**src/rtl/serial_add_sub_ctrl.sv**
```systemverilog
// serial_add_sub_ctrl: bit-serial add/subtract sequencer, LSB first, driving one external
// 1-bit full-adder cell through the fa_* ports and collecting the sum into a result register.
module serial_add_sub_ctrl #(
    parameter int WIDTH = 32,
    parameter int CNT_W = $clog2(WIDTH + 1)
) (
    input  logic             clk,
    input  logic             rst,
    input  logic             start,
    input  logic             sub,
    input  logic [WIDTH-1:0] op_a,
    input  logic [WIDTH-1:0] op_b,
    output logic             busy,
    output logic             done,
    output logic [WIDTH-1:0] result,
    output logic             cout,
    output logic             overflow,
    output logic             fa_a,
    output logic             fa_b,
    output logic             fa_cin,
    input  logic             fa_s,
    input  logic             fa_cout
);
    localparam logic [1:0] S_IDLE = 2'd0;
    localparam logic [1:0] S_RUN  = 2'd1;
    localparam logic [1:0] S_DONE = 2'd2;

    logic [1:0]       r_state;
    logic [WIDTH-1:0] r_a;
    logic [WIDTH-1:0] r_b;
    logic [WIDTH-1:0] r_sh;
    logic [WIDTH-1:0] r_result;
    logic [CNT_W-1:0] r_cnt;
    logic             r_carry;
    logic             r_cout;
    logic             r_ovf;
    logic             w_run;
    logic             w_last;
    logic [WIDTH-1:0] w_sh_next;

    assign w_run     = r_state == S_RUN;
    assign w_last    = r_cnt == CNT_W'(WIDTH - 1);
    assign w_sh_next = {fa_s, r_sh[WIDTH-1:1]};

    assign busy     = w_run;
    assign done     = r_state == S_DONE;
    assign result   = r_result;
    assign cout     = r_cout;
    assign overflow = r_ovf;
    assign fa_a     = w_run ? r_a[0] : 1'b0;
    assign fa_b     = w_run ? r_b[0] : 1'b0;
    assign fa_cin   = w_run ? r_carry : 1'b0;

    always_ff @(posedge clk or posedge rst) begin
        if (rst) begin
            r_state  <= S_IDLE;
            r_a      <= '0;
            r_b      <= '0;
            r_sh     <= '0;
            r_result <= '0;
            r_cnt    <= '0;
            r_carry  <= 1'b0;
            r_cout   <= 1'b0;
            r_ovf    <= 1'b0;
        end else if (r_state == S_IDLE) begin
            if (start) begin
                r_a     <= op_a;
                r_b     <= op_b ^ {WIDTH{sub}};
                r_carry <= sub;
                r_cnt   <= '0;
                r_state <= S_RUN;
            end
        end else if (w_run) begin
            r_a     <= r_a >> 1;
            r_b     <= r_b >> 1;
            r_sh    <= w_sh_next;
            r_carry <= fa_cout;
            r_cnt   <= r_cnt + CNT_W'(1);
            // On the MSB step the carry into the MSB is the current fa_cin
            if (w_last) begin
                r_result <= w_sh_next;
                r_cout   <= fa_cout;
                r_ovf    <= r_carry ^ fa_cout;
                r_state  <= S_DONE;
            end
        end else begin
            r_state <= S_IDLE;
        end
    end
endmodule

```
**config.mk**
```make
export PLATFORM = sky130hd
export DESIGN_NAME = serial_add_sub_ctrl
export DESIGN_NICKNAME = d
export VERILOG_FILES = /design/src/rtl/serial_add_sub_ctrl.sv
export SDC_FILE = /design/constraint.sdc
export NUM_CORES = 1
export LEC_CHECK = 0
export ABC_AREA = 1
export ABC_CLOCK_PERIOD_IN_PS = 4600
export BUFFER_PORTS_ARGS = -buffer_cell sky130_fd_sc_hd__buf_2
export CAP_MARGIN = 25
export CORE_UTILIZATION = 50
export CTS_CLUSTER_SIZE = 28
export DETAILED_ROUTE_END_ITERATION = 8
export GPL_TIMING_DRIVEN = 0
export PLACE_DENSITY = 0.7
export SETUP_SLACK_MARGIN = 0.1
export SYNTH_ARGS = -nofsm -noshare
export SYNTH_HDL_FRONTEND = slang
export SYNTH_SLANG_ARGS = --single-unit
```
**constraint.sdc**
```tcl
create_clock -name clk -period 4.6 [get_ports clk]
set_input_delay 0.23 -clock clk [delete_from_list [all_inputs] [get_ports clk]]
set_output_delay 0.23 -clock clk [all_outputs]
set_load 0.02 [all_outputs]
```
==> flow_summary.json <==
{
  "layout.nets": 1018,
  "p_per_area_nw_per_um2": 604,
  "yosysTopAreaCellShare_pct": 53.5,
  "timing_worst_setup_path_type": "reg -> out",
  "comb_power_share_pct": 32.3,
  "clock_sinks": 138,
  "die_y_microns": 116,
  "seqPwrFrac_pct": 39.8,
  "hold_slack_ps": 58.6,
  "drt_pass1_iterations": 7,
  "grt_antenna_before_repair": 0,
  "yosys.area.top_type": "dfrtp_1",
  "finish.instance_area_sq_um": 7830,
  "drive_above_1_share_pct": 18.8,
  "maxSlewViolCount": 0,
  "final_hold_viol_count": 0,
  "status": "complete, no violations",
  "min_period_ps": 2140,
  "synth_xor_area_share_pct": 0.271,
  "cap_violations": 0,
  "cts.clk_slew.worst_paths_ps": 60,
  "postCtsHoldBufs": 1,
  "ir_drop_uv": 361,
  "placedCellCount": 1099,
  "fin_skew_ps": 9.89,
  "clkPwrFrac_pct": 28.0,
  "cts_resized": 0,
  "synth-simple-area-share_pct": 18.3,
  "post_cts_buffers": 0,
  "hp-class": "in -> reg",
  "setup.worst_path.end_class": "output pin",
  "cts_tree": "done",
  "ios": 109,
  "synth_top_family_by_area": "simple AND/OR/NAND/NOR gates",
  "gr-total-overflow": 0,
  "synth_compound_area_share_pct": 15.5,
  "wl_per_cell_microns": 12.3,
  "insertion_delay_ps": 420,
  "grt_start_max_net_pins": 95,
  "finalSetupViolCount": 0,
  "p_leak_nw": 4.03,
  "hpwl_microns": 9610,
  "cp-start-kind": "flop",
  "syn-cell-area_sq_um": 6450,
  "first_global_vias": 5172,
  "vias": 5453,
  "synthMuxAreaShare_pct": 0,
  "synth_fa_ha_area_share_pct": 0.194,
  "die_x_microns": 116,
  "tightest_slew_ps": 510,
  "num_antenna_cells": 0,
  "placed_area_sq_um": 7240,
  "crit_fanout": 10,
  "drc": 0,
  "rsz0062_at_grt": "no",
  "syn2layout_area_growth_pct": 21.2,
  "synth_area_leaders": "dfrtp_1 54%, nand2_1 14%, o21ai_0 12%, inv_1 8.0%, nand3_1 2.8%",
  "synth_cell_types": 23,
  "rows": 41,
  "via_per_inst": 4.82,
  "io_buffer_count": 107,
  "finalNonFillerCells": 1132,
  "p_sw_mw": 1.70,
  "synth_fp_nets": 890,
  "first_iter_violations": 344,
  "htree_levels": 4,
  "ctsRootBufferMaster": "clkbuf_16",
  "grt_use_total_pct": 23.0,
  "post-route-period-util_pct": 46.5,
  "switching_share_pct": 35.9,
  "synthCells": 819,
  "ys_seq_elements": 138,
  "clockBufferDepth": 2,
  "fin_util_pct": 62.0,
  "relSlewSlack_pct": 66.0,
  "grt_pass1_wl_microns": 23700,
  "fmax_ghz": 0.468,
  "antenna_left": 0,
  "wl_microns": 13900,
  "die_area_sq_um": 13400,
  "seq_area_frac_synth_pct": 53.5,
  "arrival_ps": 1910,
  "initial_core_util_pct": 51.1,
  "core_area_sq_um": 12600,
  "synth.avg_cell_area_sq_um": 7.88,
  "critPathRequiredTime_ps": 4370,
  "power_mw": 4.73,
  "routabilityCongestion": 0.767,
  "numCtsBuffers": 17,
  "intPower_mw": 3.03,
  "yosys_warnings": 0
}
-- final timing paths --
path	slack, ps	cells past startpoint	end	start
max	2460	6	fa_b	r_state[1]
min	60	3	r_a[31]	op_a[31]
max reg2reg	3050	5	r_a[8]	r_state[0]
min reg2reg	480	2	result[18]	result[18]
max in group asynchronous	3470	4	r_b[1]	rst
min in group asynchronous	370	3	r_sh[28]	rst
-- layout by cell type, fill, tap and decap left out, drive strengths merged --
cell         instances
dlygate4sd3          1
nand3               37
nand4                1
o21ai              192
ha                   1
nor2                11
a21oi                3
inv                142
clkinv               6
clkinvlp             4
dfrtp              138
clkbuf              41
o22ai                1
xnor2                2
bufinv               2
nand2              244
buf                134
-- power by group through the flow --
stage	clock network, mW	registers, mW	logic, mW
2_1_floorplan	0	1.98	1.01
3_3_place_gp	0	1.88	1.50
3_5_place_dp	0	1.90	1.53
4_1_cts	1.34	1.88	1.54
5_1_grt	1.40	1.93	1.78
6_report	1.32	1.88	1.53
-- registers in the layout, summed over array words and instances (netlist names) --
name      cells
r_a          32
cout          1
r_carry       1
overflow      1
r_cnt         6
r_state       2
r_b          32
r_sh         31
result       32
-- layout make-up --
| cell class | count | area (sq um) |
|---|---|---|
| tap | 172 | 215 |
| buffer | 49 | 267 |
| clock inverter | 14 | 149 |
| fill | 1130 | 4790 |
| inverter | 140 | 531 |
| sequential | 138 | 3450 |
| multi-input combinational | 492 | 2210 |
| clock buffer | 18 | 429 |
| timing repair buffer | 109 | 573 |
-- worst max-delay path, cell delays in order, from the launching register on --
cell	delay (ps)
dfrtp_1	450
inv_2	90
nand2_2	160
buf_4	240
buf_2	200
nor2_1	160
buf_2	190
-- stage by stage --
stage / setup TNS [ps] / setup WS, ps
final: 0 / 2460
after global placement: -127030 / -927
after floorplan: 0 / 674
after detailed placement: 0 / 2890
after CTS: 0 / 2430
after global routing: 0 / 2350
-- synthesized netlist by cell type, drive strengths merged --
cell type / count
nor2: 11
o21ai: 192
dfrtp: 138
nand3: 37
xnor2: 2
nand2: 244
a21oi: 3
nand4: 1
clkbuf: 23
o22ai: 1
inv: 140
buf: 26
ha: 1
-- cells by family after synthesis --
logic type               after synthesis
flip-flops                           138
XOR/XNOR                               2
AND/OR/NAND/NOR                      293
adder cells (fa/ha/maj)                1
AO/OA/AOI/OAI                        196
buffers and inverters                189
-- routing by layer --
| layer | vias to the layer above | GRT usage, % | part of all wire (%) |
|---|---|---|---|
| met5 | - | 0 | 0 |
| met4 | 0 | 8.21 | 1.2 |
| met3 | 12 | 5.28 | 3.9 |
| met2 | 115 | 37.6 | 47 |
| met1 | 2535 | 30.2 | 48 |
| li1 | 2791 | - | - |
No activity file was read; power rests on OpenSTA's default activity.
